<file path="src/rtl/cell_ctrl_pkg.sv">
// cell_ctrl_pkg: board geometry, FSM state encoding and cursor helpers shared
// by the cell-selection controller.
package cell_ctrl_pkg;
    localparam int GRID_DIM = 8;
    localparam int CELLS    = 64;
    localparam int IDX_W    = 6;
    localparam int POS_W    = 3;
    localparam int BTN_W    = 5;

    localparam logic [POS_W-1:0] MAX_POS = POS_W'(GRID_DIM - 1);

    typedef enum logic [1:0] {
        ST_SELECT = 2'd0,
        ST_REQ    = 2'd1,
        ST_SWAP   = 2'd2,
        ST_HALT   = 2'd3
    } state_t;

    typedef struct packed {
        logic up;
        logic down;
        logic left;
        logic right;
        logic sel;
    } btn_t;

    // One step toward the board edge, saturating instead of wrapping.
    function automatic logic [POS_W-1:0] sat_step(input logic [POS_W-1:0] pos, input logic inc);
        return inc ? ((pos == MAX_POS) ? pos : pos + 1'b1)
                   : ((pos == '0) ? pos : pos - 1'b1);
    endfunction
endpackage

</file>
<file path="src/rtl/btn_edge.sv">
// btn_edge: per-bit rising-edge detector; a level held high yields one pulse.
module btn_edge #(
    parameter int W = 1
) (
    input  logic         clk,
    input  logic         rst_n,
    input  logic [W-1:0] lvl_i,
    output logic [W-1:0] rise_o
);
    logic [W-1:0] prev_q;

    always_ff @(posedge clk or negedge rst_n) begin
        if (!rst_n) prev_q <= '0;
        else        prev_q <= lvl_i;
    end

    assign rise_o = lvl_i & ~prev_q;
endmodule

</file>
<file path="src/rtl/cell_select_ctrl.sv">
// cell_select_ctrl: cursor navigation, placement handshake and per-turn timing
// for a two-player 8x8 board game.
module cell_select_ctrl
    import cell_ctrl_pkg::*;
#(
    parameter int unsigned TURN_CYCLES = 500000000
) (
    input  logic             clk,
    input  logic             rst_n,
    input  logic             btn_up,
    input  logic             btn_down,
    input  logic             btn_left,
    input  logic             btn_right,
    input  logic             btn_sel,
    input  logic [CELLS-1:0] occupied,
    input  logic             game_over,
    input  logic             place_ack,
    output logic [POS_W-1:0] cursor_row,
    output logic [POS_W-1:0] cursor_col,
    output logic [IDX_W-1:0] cursor_idx,
    output logic [CELLS-1:0] cursor_oh,
    output logic             player,
    output logic             place_req,
    output logic [IDX_W-1:0] place_idx,
    output logic             place_player,
    output logic             reject,
    output logic             timeout
);
    state_t           state_q, state_d;
    logic [POS_W-1:0] row_q, row_d, col_q, col_d;
    logic             player_q, player_d;
    logic [31:0]      timer_q, timer_d;
    logic             req_q, req_d;
    logic [IDX_W-1:0] pidx_q, pidx_d;
    logic             pply_q, pply_d;
    logic             reject_q, reject_d;
    logic             timeout_q, timeout_d;
    btn_t             rise;
    logic             tmo;

    btn_edge #(.W(BTN_W)) u_btn_edge (
        .clk   (clk),
        .rst_n (rst_n),
        .lvl_i ({btn_up, btn_down, btn_left, btn_right, btn_sel}),
        .rise_o(rise)
    );

    assign tmo = (timer_q == TURN_CYCLES - 32'd1);

    always_comb begin
        state_d   = state_q;
        row_d     = row_q;
        col_d     = col_q;
        player_d  = player_q;
        timer_d   = timer_q;
        req_d     = req_q;
        pidx_d    = pidx_q;
        pply_d    = pply_q;
        reject_d  = 1'b0;
        timeout_d = 1'b0;
        if (game_over) begin
            state_d = ST_HALT;
            req_d   = 1'b0;
        end else begin
            case (state_q)
                ST_SELECT: begin
                    timer_d   = timer_q + 32'd1;
                    timeout_d = tmo;
                    state_d   = tmo ? ST_SWAP : ST_SELECT;
                    // Select outranks every direction; on the expiry cycle it is dropped.
                    if (rise.sel) begin
                        if (!tmo && occupied[cursor_idx]) begin
                            reject_d = 1'b1;
                        end else if (!tmo) begin
                            state_d = ST_REQ;
                            req_d   = 1'b1;
                            pidx_d  = cursor_idx;
                            pply_d  = player_q;
                        end
                    end else if (rise.up) begin
                        row_d = sat_step(row_q, 1'b0);
                    end else if (rise.down) begin
                        row_d = sat_step(row_q, 1'b1);
                    end else if (rise.left) begin
                        col_d = sat_step(col_q, 1'b0);
                    end else if (rise.right) begin
                        col_d = sat_step(col_q, 1'b1);
                    end
                end
                ST_REQ: begin
                    req_d   = place_ack ? 1'b0 : 1'b1;
                    state_d = place_ack ? ST_SWAP : ST_REQ;
                end
                ST_SWAP: begin
                    player_d = ~player_q;
                    timer_d  = '0;
                    state_d  = ST_SELECT;
                end
                default: begin
                    state_d  = ST_SELECT;
                    row_d    = '0;
                    col_d    = '0;
                    player_d = 1'b0;
                    timer_d  = '0;
                end
            endcase
        end
    end

    always_ff @(posedge clk or negedge rst_n) begin
        if (!rst_n) begin
            state_q   <= ST_SELECT;
            row_q     <= '0;
            col_q     <= '0;
            player_q  <= 1'b0;
            timer_q   <= '0;
            req_q     <= 1'b0;
            pidx_q    <= '0;
            pply_q    <= 1'b0;
            reject_q  <= 1'b0;
            timeout_q <= 1'b0;
        end else begin
            state_q   <= state_d;
            row_q     <= row_d;
            col_q     <= col_d;
            player_q  <= player_d;
            timer_q   <= timer_d;
            req_q     <= req_d;
            pidx_q    <= pidx_d;
            pply_q    <= pply_d;
            reject_q  <= reject_d;
            timeout_q <= timeout_d;
        end
    end

    assign cursor_row   = row_q;
    assign cursor_col   = col_q;
    assign cursor_idx   = {row_q, col_q};
    assign cursor_oh    = {{(CELLS-1){1'b0}}, 1'b1} << cursor_idx;
    assign player       = player_q;
    assign place_req    = req_q;
    assign place_idx    = pidx_q;
    assign place_player = pply_q;
    assign reject       = reject_q;
    assign timeout      = timeout_q;
endmodule

</file>
<file path="config.mk">
export PLATFORM = sky130hd
export DESIGN_NAME = cell_select_ctrl
export DESIGN_NICKNAME = d
export VERILOG_FILES = /design/src/rtl/cell_ctrl_pkg.sv /design/src/rtl/btn_edge.sv /design/src/rtl/cell_select_ctrl.sv
export SDC_FILE = /design/constraint.sdc
export NUM_CORES = 1
export LEC_CHECK = 0
export ABC_AREA = 1
export ABC_CLOCK_PERIOD_IN_PS = 2580
export BUFFER_PORTS_ARGS = -buffer_cell sky130_fd_sc_hd__buf_2
export CAP_MARGIN = 10
export CORE_UTILIZATION = 46
export DETAILED_ROUTE_END_ITERATION = 7
export GPL_ROUTABILITY_DRIVEN = 0
export PLACE_DENSITY = 0.72
export SYNTH_ARGS = -nofsm -noshare
export SYNTH_HDL_FRONTEND = slang
export SYNTH_SLANG_ARGS = --single-unit
</file>
<file path="constraint.sdc">
create_clock -name clk -period 2.58 [get_ports clk]
set_input_delay 0.129 -clock clk [delete_from_list [all_inputs] [get_ports clk]]
set_output_delay 0.129 -clock clk [all_outputs]
set_load 0.02 [all_outputs]
</file>
== Yosys cells after proc, flatten, opt, wreduce, memory -nomap -nowiden ==
Cells that the tools add are included.

* $add $sub $neg: 5
* Magnitude comparators: 1
* Equality and inequality tests: 17
* Shifts and indexed selects: 1
* Multiplexer cells: 37
* Bitwise gates (word level): 9
* Reduce and logical (&&, ||, !) cells: 14

{| class="wikitable"
|+ Operator list
! kind !! count
|-
| one-hot mux 32 bit (2 select lines) || 1
|-
| << shifter 1 x 6 -> 64 bit (first input constant) || 1
|-
| 2-to-1 mux 3 bit || 12
|-
| adder 32 x 1 -> 32 bit (second input constant) || 1
|-
| == test 32 x 29 -> 1 bit (second input constant) || 1
|-
| inequality test 3 bit (second input constant) || 9
|-
| 2-to-1 mux 1 bit || 12
|-
| 2-to-1 mux 2 bit || 6
|-
| one-hot mux 3 bit (2 select lines) || 2
|-
| AND reduction 8 bit || 1
|-
| < comparator 6 x 7 -> 1 bit (second input constant) || 1
|-
| inverter 1 bit || 7
|-
| adder 3 x 1 -> 3 bit (second input constant) || 2
|-
| binary-select mux 1 bit (select 6 bit) || 1
|-
| == test 3 bit (second input constant) || 2
|-
| logical NOT 3 bit || 2
|-
| inequality test 2 bit (second input constant) || 3
|-
| AND reduction 6 bit || 1
|-
| subtractor 3 x 1 -> 3 bit (second input constant) || 2
|-
| bitwise AND 5 bit || 1
|-
| inverter 5 bit || 1
|-
| AND reduction 5 bit || 1
|-
| one-hot mux 1 bit (2 select lines) || 2
|-
| one-hot mux 2 bit (2 select lines) || 1
|-
| 9 further kinds || 11
|}

* Register bits: 56
* Input bits: 73
* Logic and storage cells: 95

== Longest topological paths before layout ==
Gate-level depths: netlist of the first run.

* Depth after elaboration: 8
* Depth in mapped cells: 17

== Hierarchy ==
Synthesis of the first run repeated with hierarchy kept, for this count alone.

* Cells, all modules: 650
* Area, all modules: 4081.4 um^2

{| class="wikitable"
|+ By module, submodules not included
! module !! instances !! cells each !! area an instance (um^2) !! seq. area each (um^2)
|-
| cell_select_ctrl || 1 || 635 || 3906.2 || 1276.2
|-
| btn_edge || 1 || 15 || 175.2 || 125.1
|}

== Worst setup path before layout of the first run ==
OpenSTA, ideal clock, no wires.

* Kind: reg-to-output
* From: register row_q[1], in the netlist cursor_row[1]
* To: output cursor_oh[10]
* Arrival time: 1.732 ns
* Required time: 2.451 ns
* Setup slack: 0.719 ns
* Cell stages (with the launch flop): 5
* Path buffers: 1
* Cell sequence: dfrtp_1 -> clkbuf_1 -> nor2_1 -> clkinv_1 -> nor3_1

* Longest elaborated chain between the ends: 1

{| class="wikitable"
|+ Ends and longest elaborated chain
! element !! RTL line !! RTL
|-
| start: declaration || cell_select_ctrl.sv:30 || <nowiki>logic [POS_W-1:0] row_q, row_d, col_q, col_d;</nowiki>
|-
| start signal: assignment || cell_select_ctrl.sv:124 || <nowiki>row_q <= row_d;</nowiki>
|-
| << shifter 1 x 6 -> 64 bit || cell_select_ctrl.sv:139 || <nowiki>assign cursor_oh = {{(CELLS-1){1'b0}}, 1'b1} << cursor_idx;</nowiki>
|-
| end: declaration || cell_select_ctrl.sv:21 || <nowiki>output logic [CELLS-1:0] cursor_oh,</nowiki>
|}

Every way passes these cells.

== Final worst setup path of the first run ==
* From: register col_q[1], in the netlist cursor_col[1]
* To: output cursor_oh[50]

* Longest elaborated chain between the ends: 1

{| class="wikitable"
|+ Ends and longest elaborated chain
! element !! RTL line !! RTL
|-
| start: declaration || cell_select_ctrl.sv:30 ||
|-
| start signal: assignment || cell_select_ctrl.sv:125 || <nowiki>col_q <= col_d;</nowiki>
|-
| << shifter 1 x 6 -> 64 bit || cell_select_ctrl.sv:139 ||
|}

Every way passes these cells.

==> out/qor.txt, run 1 <==
Status - finished, final reports clean
Hold Crit Depth - 2
I/O pins - 160
Post-CTS setup buffers - 0
Max Cap Viol - 0
Pre-antenna DRT Iters - 5
Leakage power - 2.87 nW
Multi-input combinational cell area - 0.00256 sq mm
Final HPWL DP - 10600 um
N_diodes - 0
CP Cell Sequence - inv_2 -> nor2_2 -> inv_1 -> nor2_1 -> nand3_1 -> nor2_1 -> buf_2
Final nets - 918
Initial antenna violation count - 0
Largest stage delay on the critical path - 0.53 ns
Storage element area - 0.00140 sq mm
Worst setup SP type - flop
Area leader, netlist - dfrtp_1
Worst path slowest cell - dfrtp_1
Root buf cell - clkbuf_8
Die Span Y - 99.9 um
Syn Nets - 765
Buf/Inv on CP - 3
Async S/R FF share, synth - 100%
Worst hold path startpoint - game_over
Htree depth - 2
CTS tree - built
Most used cell, CP - nor2_1
Setup violators final - 0
Global Route Usage Sum - 27.4%
Total Neg Setup Slack - 0 ns
Pin count of the biggest net entering global routing - 57
Total grt overflow - 0
Reg2reg end - state_q[0]
Post-synth EDFFs - 0
DRT iter0 DRCs - 318
Leading post-synthesis cells by cell area - dfrtp_1 32%, nand2_1 19%, nor2_1 8.9%
Clock skew - 0.00866 ns
Placed Instance Area - 0.00528 sq mm
Number of port buffers - 159
Pwr Density - 498 mW/mm^2
Share of layout cells above drive strength 1 - 25.4%
Routed wire length - 13700 um
DIE AREA - 0.00998 sq mm
Min-Delay Endpoint - timeout
Via count - 5036
Synth warn - 0
Crit-path leading delay family - simple AND/OR/NAND/NOR gates
Critical Path AT - 2.16 ns
Wire per inst - 14.1 um
Fin. max-slew vios - 0
FILL cells - 931
Pre-CTS setup slack - 0.554 ns
Post-synthesis register bit count - 56
Row count - 35
CTS Buf Count - 5
Core area - 0.00928 sq mm
IR drop worst, VDD - 279 uV
TritonCTS Sinks - 56
Synth Instances - 686
First-pass GRT wire length - 22000 um
Top_reg_cell synth - dfrtp_1
P&R area growth vs syn - 23.3%
Rel. slew slack - 52.4%
CP max FO - 12
Vias in the first global route - 4409
Class of the worst hold path - input pin to flop
Vias per cell - 5.20
Setup ws final - 0.286 ns
Worst-margin pin slew - 0.714 ns
Die Wd - 99.9 um
Reg2reg path depth - 12
Clock Latency Late Sink - 0.32 ns
Syn Std Cell Area - 0.00441 sq mm
Crit share post-route - 88.9%
Clock slew at reported path FFs - 0.10 ns
Crit end category - output port
Worst R2R Start - cursor_col[1]
Clock buffer depth - 2
Fmax achieved - 436 MHz
Final Critical Period - 2.29 ns
Post-synth top area share - 31.8%
Worst R2R Setup Slack - 0.53 ns
RSZ-0062 raised after global routing - false
Residual DRC - 0
Sequential area share after synthesis - 31.8%
Crit Path Category - flop to output port
Synthesized area per cell - 6.43 sq um
Post-synthesis cell type count - 47
Number of routed nets with antenna violations - 0
Cell area after layout - 0.00544 sq mm
Starting density of the core - 47.5%
Worst Path Required - 2.45 ns
Hold Fails Final Rpt - 0
stage by stage:
step           hold WS, ns  cells  total power (W)  utilization (%)
5_1_grt             0.0662    969          0.00288             58.6
3_5_place_dp         0.257    955          0.00219             56.9
6_report            0.0752    969          0.00271             58.6
2_1_floorplan       -0.167    686          0.00186                -
4_1_cts             0.0640    969          0.00271             58.6
3_3_place_gp         0.254    955          0.00217             56.9
where the power goes:
part           internal (W)  switching (W)  total [W]
registers          0.000944      0.0000642    0.00101
clock network      0.000221       0.000304   0.000525
logic              0.000365       0.000812    0.00118
repair_timing:
action,4_1_cts,5_1_grt
resized for setup,0,0
hold buffers,6,0
hold endpoints to repair,61,0
endpoints found under the setup margin,0,0
cell type report:
| class | instances | area share [%] |
|---|---|---|
| Multi-Input combinational cell | 530 | 47.1 |
| Sequential cell | 56 | 25.8 |
| Timing Repair Buffer | 178 | 17.5 |
| Inverter | 68 | 4.83 |
| Tap cell | 129 | 2.97 |
| Clock buffer | 6 | 1.52 |
| Clock inverter | 2 | 0.253 |
logic make-up after synthesis:
logic type               share of synthesized area, %
buffers and inverters                            10.2
XOR/XNOR                                         1.59
AO/OA/AOI/OAI                                    7.29
adder cells (fa/ha/maj)                          2.04
flip-flops                                       31.8
AND/OR/NAND/NOR                                  47.1
cell usage after synthesis (3+ instances only):
cell type,number
a21oi_1,17
buf_1,4
buf_2,7
buf_4,9
buf_6,3
clkbuf_1,9
clkinv_1,5
dfrtp_1,56
ha_1,4
inv_1,58
inv_2,3
nand2_1,220
nand2_2,5
nand3_1,47
nand4_1,19
nor2_1,105
nor2_2,4
nor2_4,7
nor3_1,34
nor3_2,3
nor4_1,6
o21ai_0,21
o31ai_1,5
xor2_1,6
worst max-delay path by stage:
stage,start,endpoint,slack [ns],cells past startpoint
finish,cursor_col[1],cursor_oh[50],0.29,7
global route,cursor_col[0],cursor_oh[17],0.12,7
CTS,cursor_col[1],cursor_oh[18],0.33,7
detailed placement,cursor_col[0],state_q[0],0.55,13
global placement,cursor_col[1],state_q[0],0.56,12
floorplan,cursor_row[1],cursor_oh[10],0.72,4
registers in the layout, indices dropped and copies added, names as in the netlist:
register	flops
cursor_col	3
cursor_row	3
place_idx	6
place_player	1
place_req	1
player	1
reject	1
state_q	2
timeout	1
timer_q	32
u_btn_edge.prev_q	5
layout by cell type (no fill, tap or decap), types with 3 or more instances in the layout:
| cell type | n |
|---|---|
| o21ai_0 | 21 |
| nand2_1 | 220 |
| clkinv_1 | 5 |
| nor2_1 | 105 |
| nor2_4 | 7 |
| nor4_1 | 6 |
| ha_1 | 4 |
| o31ai_1 | 5 |
| buf_2 | 159 |
| nand4_1 | 19 |
| nor3_1 | 34 |
| dlygate4sd3_1 | 6 |
| dfrtp_1 | 56 |
| a21oi_1 | 17 |
| nand2_2 | 5 |
| buf_4 | 13 |
| inv_2 | 3 |
| inv_1 | 58 |
| clkbuf_8 | 6 |
| nor2_2 | 4 |
| xor2_1 | 6 |
| nand3_1 | 47 |
| nor3_2 | 3 |
worst register-to-register path: stages, from the launching register on:
cell     delay [ns]
dfrtp_1        0.53
inv_2          0.20
nor2_2         0.27
nand2_1        0.09
nand2_1        0.08
nor2_1         0.04
nor2_1         0.11
nor2_1         0.06
nor2_1         0.10
nand2_1        0.10
nand2_2        0.11
nor2_4         0.06
or2_1          0.20
routing by layer:
layer	GRT usage, %	vias to the layer above	routed length [um]
li1	-	2504	-
met5	0	-	0
met1	41.3	2324	6320
met4	5.32	0	137
met2	42.4	195	6410
met3	3.27	13	839
(Power assumes the default switching activity.)
==> run 2: changes to the inputs <==
BUFFER_PORTS_ARGS = -buffer_cell sky130_fd_sc_hd__buf_4   (was -buffer_cell sky130_fd_sc_hd__buf_2)
CTS_CLUSTER_DIAMETER = 40   (was unset)
==> run 2 against run 1 <==
Against the previous run:
- non-clock buffer count fell by 1
- clock power decreased by 5.3%
- final cell count fell by 0.10%
- combinational power grew 8%
- final area grew 7.1%
==> out/qor.txt, run 2 (synthesis results as in run 1) <==
I/O pins - 160
Max Cap Viol - 0
Clock buffer depth - 2
Sw Ratio - 43.0%
Final Critical Period - 2.30 ns
Most used cell, CP - nor2_1
Clk pwr share - 17.8%
Via count - 5070
Total internal power - 0.00159 W
Pin count of the biggest net entering global routing - 57
Max reg flops - 32
Worst setup SP type - flop
Fin. max-slew vios - 0
Sequential share of power - 36.8%
CP Cell Sequence - nor2_2 -> inv_1 -> nor2_1 -> nand3_1 -> nor2_1 -> buf_4
Multi-input combinational cell area - 0.00256 sq mm
N_diodes - 0
Worst-margin pin slew - 0.704 ns
Hold Fails Final Rpt - 0
Starting density of the core - 47.5%
CTS Buf Count - 5
Storage element area - 0.00140 sq mm
Critical Path AT - 2.17 ns
Largest stage delay on the critical path - 0.56 ns
Most common cell after layout, fill and taps aside - nand2_1
Final nets - 917
Die Span Y - 99.9 um
DIE AREA - 0.00998 sq mm
Clock Latency Late Sink - 0.32 ns
Vias per cell - 5.24
Routed wire length - 14400 um
Class of the worst hold path - input pin to flop
Buf/Inv on CP - 2
Status - finished, final reports clean
Number of port buffers - 159
Initial antenna violation count - 0
Crit end category - output port
Crit-path leading delay family - simple AND/OR/NAND/NOR gates
Worst path slowest cell - dfrtp_1
Global Route Usage Sum - 29.3%
Crit share post-route - 89.1%
IR drop worst, VDD - 267 uV
Total grt overflow - 0
Htree depth - 2
Core area - 0.00928 sq mm
Number of routed nets with antenna violations - 0
Final HPWL DP - 11300 um
CTS tree - built
Wire per inst - 14.9 um
Root buf cell - clkbuf_8
Leakage power - 2.91 nW
Clock slew at reported path FFs - 0.11 ns
Top reg by flops - timer_q
Die Wd - 99.9 um
Residual DRC - 0
DRT iter0 DRCs - 314
Share of layout cells above drive strength 1 - 25.3%
CP max FO - 9
Vias in the first global route - 4609
Comb power frac - 45.4%
Setup violators final - 0
Fmax achieved - 435 MHz
Row count - 35
Worst Path Required - 2.45 ns
Pre-CTS setup slack - 0.397 ns
Setup ws final - 0.281 ns
Commonest non-fill, non-tap cells in the layout - 220 x nand2_1, 171 x buf_4, 105 x nor2_1
Pwr Density - 480 mW/mm^2
FILL cells - 907
P_sw - 0.00120 W
TritonCTS Sinks - 56
P&R area growth vs syn - 32.0%
Pre-antenna DRT Iters - 5
Clock skew - 0.0106 ns
Crit Path Category - flop to output port
RSZ-0062 raised after global routing - false
Total Neg Setup Slack - 0 ns
Rel. slew slack - 53.0%
First-pass GRT wire length - 23300 um
Post-CTS setup buffers - 0
==> run 2: changes by cell type in the layout (fill, tap and decap cells not counted), sizes merged <==
cell	delta
buf	-1
clkinvlp	+1
inv	-1
==> run 2: layout make-up <==
type,instances,share of cell area [%]
Clock buffer,6,1.25
Clock inverter,2,0.279
Inverter,68,4.51
Multi-Input combinational cell,530,44.0
Sequential cell,56,24.1
Tap cell,129,2.77
Timing Repair Buffer,177,23.1
==> run 2: final timing paths <==
check / from / endpoint / slack (ns) / cells past startpoint
worst max-delay path: cursor_col[0] / cursor_oh[0] / 0.28 / 6
min in group asynchronous: rst_n / timer_q[5] / 0.37 / 2
worst max register to register: state_q[0] / timer_q[17] / 0.45 / 11
worst min register to register: place_idx[2] / place_idx[2] / 0.50 / 2
max in group asynchronous: rst_n / cursor_col[1] / 1.70 / 2
worst min-delay path: game_over / timeout / 0.03 / 2
==> run 2: metal layers <==
layer	global-route usage, %	vias up	routed length [um]
li1	-	2504	-
met1	43.3	2370	6640
met2	46.7	178	6820
met3	3.55	18	833
met4	4.98	0	123
met5	0	-	0
==> run 2: stage by stage <==
stage,util [%],instance area [sq um],cells,hold slack (ns),total power (W)
2_1_floorplan,-,4410,686,-0.167,0.00186
3_3_place_gp,61.1,5670,954,0.227,0.00228
3_5_place_dp,61.1,5670,954,0.230,0.00230
4_1_cts,62.7,5820,968,0.0226,0.00280
5_1_grt,62.7,5820,968,0.0222,0.00298
6_report,62.7,5820,968,0.0282,0.00279
==> run 2: timing repair <==
| action | 4_1_cts | 5_1_grt |
|---|---|---|
| endpoints found under the setup margin | 0 | 15 |
| hold buffers | 6 | 0 |
| endpoints found under the hold margin | 61 | 0 |
| gates resized for setup | 0 | 1 |
==> run 2: power by group through the flow <==
stage                     combinational (W)  clock [W]  sequential (W)
after floorplan                    0.000783          0         0.00108
after global placement              0.00124          0         0.00104
after detailed placement            0.00125          0         0.00104
after CTS                           0.00126   0.000508         0.00103
after global routing                0.00139   0.000548         0.00104
final                               0.00127   0.000497         0.00103
==> run 3: changes to the inputs <==
ABC_AREA = unset   (was 1)
PLACE_DENSITY = 0.74   (was 0.72)
==> run 3 against run 2 <==
Against the previous run:
- combinational power is 32% lower
- critical path depth is 1 higher
- sequential power is 4% lower
- worst setup slack worse by 0.16 ns
- non-clock buffer count is 2 higher
- power is 13% lower
- register-to-register slack worse by 0.33 ns
- largest cell class unchanged
- largest power group is now sequential cells
==> out/qor.txt, run 3 <==
CP max FO - 7
Syn Std Cell Area - 0.00382 sq mm
Synth Instances - 428
Crit Path Category - flop to flop
Most common cell in the synthesized netlist - nor2_1
Number of routed nets with antenna violations - 0
Fin. max-slew vios - 0
DIE AREA - 0.00867 sq mm
Class of the worst hold path - input pin to flop
Root buf cell - clkbuf_8
Total grt overflow - 0
Core area - 0.00789 sq mm
Htree depth - 2
Total Neg Setup Slack - 0 ns
Hold slack - 0.0587 ns
Final HPWL DP - 9120 um
Critical Path AT - 2.66 ns
Via count - 3790
Worst hold path startpoint - game_over
Vias per cell - 5.49
Pre-CTS setup slack - 0.102 ns
Pwr Density - 459 mW/mm^2
Min-Delay Endpoint - timeout
Async S/R FF share, synth - 100%
Die Wd - 93.1 um
Syn Nets - 507
CTS Buf Count - 5
Worst R2R Start - timer_q[25]
Max Cap Viol - 0
Fmax achieved - 407 MHz
Multi-input combinational cell area - 0.00222 sq mm
Crit end category - flop
Most common cell after layout, fill and taps aside - buf_4
Residual DRC - 0
Commonest non-fill, non-tap cells in the layout - 170 x buf_4, 97 x nor2_1, 55 x dfrtp_1
Leading post-synthesis cells by cell area - dfrtp_1 37%, nor2_1 9.5%, mux4_2 4.7%
Setup violators final - 0
P_sw - 0.000833 W
Comb power frac - 35.2%
Share of layout cells above drive strength 1 - 34.9%
Sw Ratio - 34.1%
Worst-margin pin slew - 0.700 ns
Top_reg_cell synth - dfrtp_1
Post-synthesis cell type count - 55
Worst Path Required - 2.78 ns
Clock slew at reported path FFs - 0.10 ns
Vias in the first global route - 3856
P&R area growth vs syn - 39.2%
Number of port buffers - 159
Clk pwr share - 24.1%
FILL cells - 667
Crit share post-route - 95.3%
Synthesized area per cell - 8.93 sq um
Top reg by flops - timer_q
Setup ws final - 0.122 ns
Pre-antenna DRT Iters - 4
Routed wire length - 11700 um
Max reg flops - 32
Pin count of the biggest net entering global routing - 57
Status - finished, final reports clean
Sequential share of power - 40.6%
Storage element area - 0.00140 sq mm
Rel. slew slack - 53.4%
Final Critical Period - 2.46 ns
Die Span Y - 93.1 um
Reg2reg path depth - 7
Global Route Usage Sum - 27.4%
Area leader, netlist - dfrtp_1
Clock buffer depth - 2
Post-synth EDFFs - 0
TritonCTS Sinks - 56
Post-synthesis register bit count - 56
Sequential area share after synthesis - 36.7%
Synth warn - 0
CTS tree - built
N_diodes - 0
Worst R2R Setup Slack - 0.12 ns
Final nets - 666
Clock skew - 0.00891 ns
Worst setup SP type - flop
Clock Latency Late Sink - 0.31 ns
Total internal power - 0.00161 W
Initial antenna violation count - 0
Row count - 32
Post-synth top area share - 36.7%
Starting density of the core - 48.4%
Commonest cells in the netlist - 97 x nor2_1, 56 x dfrtp_1, 39 x nand2_1
Wire per inst - 16.9 um
I/O pins - 160
Leakage power - 2.49 nW
IR drop worst, VDD - 244 uV
Hold Fails Final Rpt - 0
DRT iter0 DRCs - 116
Hold Crit Depth - 2
First-pass GRT wire length - 18500 um
Reg2reg end - place_idx[0]
[run 3: cell count changes in the layout (fill, tap and decap cells not counted), sizes merged, moves of 9 or more]
cell	change
xor2	+10
or3	+9
nand3	-23
nand4	-13
nor3	-26
nor2	-20
inv	-49
mux2i	+12
nand2	-187
mux4	+14
[run 3: timing repair]
action | in CTS | in global routing
endpoints found under the hold margin | 61 | 0
setup endpoints to repair | 0 | 7
buffers inserted | 0 | 1
hold buffers | 6 | 0
gates resized for setup | 0 | 4
[run 3: per-stage QoR]
stage	utilization [%]	total power, W	instances	instance area [sq um]
finish	67.4	0.00244	690	5320
global placement	64.6	0.00184	674	5100
detailed placement	64.6	0.00186	674	5100
CTS	66.8	0.00245	688	5270
floorplan	-	0.00151	428	3820
global route	67.4	0.00258	690	5320
[run 3: final cells by class]
cell class	instances	area share (%)
well taps	102	2.40
clock inverters	3	0.894
clock buffers	5	1.29
flip-flops and latches	56	26.4
multi-input cells	331	41.7
repair buffers	179	26.3
inverters	14	0.988
[run 3: how the worst max path moves through the flow]
stage / start / end / slack, ns / cells past startpoint
4_1_cts: cursor_col[1] / place_idx[0] / 0.09 / 8
5_1_grt: timer_q[25] / place_idx[2] / -0.04 / 7
3_3_place_gp: cursor_col[1] / place_player / 0.21 / 8
6_report: timer_q[25] / place_idx[0] / 0.12 / 7
2_1_floorplan: cursor_col[1] / place_idx[0] / 0.16 / 9
3_5_place_dp: timer_q[25] / place_idx[0] / 0.10 / 7
[run 3: per-layer routing]
| layer | wire [um] | vias up | GRT usage (%) |
|---|---|---|---|
| met5 | 0 | - | 0 |
| met4 | 420 | 0 | 11.4 |
| met3 | 600 | 31 | 4.96 |
| met2 | 6060 | 151 | 50.3 |
| met1 | 4570 | 1800 | 30.9 |
| li1 | - | 1808 | - |
[run 3: kinds of logic after synthesis]
family | count (synthesis) | synth area share [%]
fa+ha+maj | 6 | 2.36
flops | 56 | 36.7
simple gates | 223 | 27.5
xor+xnor | 24 | 5.50
buf+inv | 41 | 5.57
mux | 34 | 15.0
compound gates | 44 | 7.37
[run 3: power groups by stage]
stage	Combinational [W]	Clock (W)	Sequential, W
after floorplan	0.000498	0	0.00102
after global placement	0.000832	0	0.00101
after detailed placement	0.000847	0	0.00101
after CTS	0.000857	0.000601	0.000992
after global routing	0.000931	0.000648	0.00100
final	0.000860	0.000590	0.000993
[run 3: worst max-delay path, stage by stage, from the launching register on]
cell and delay, ns:
dfrtp_1 0.44, or4b_1 0.57, nor4_2 0.31, nand3_1 0.22, nand2_2 0.16, nand4bb_1 0.19
buf_12 0.15, mux2_4 0.30
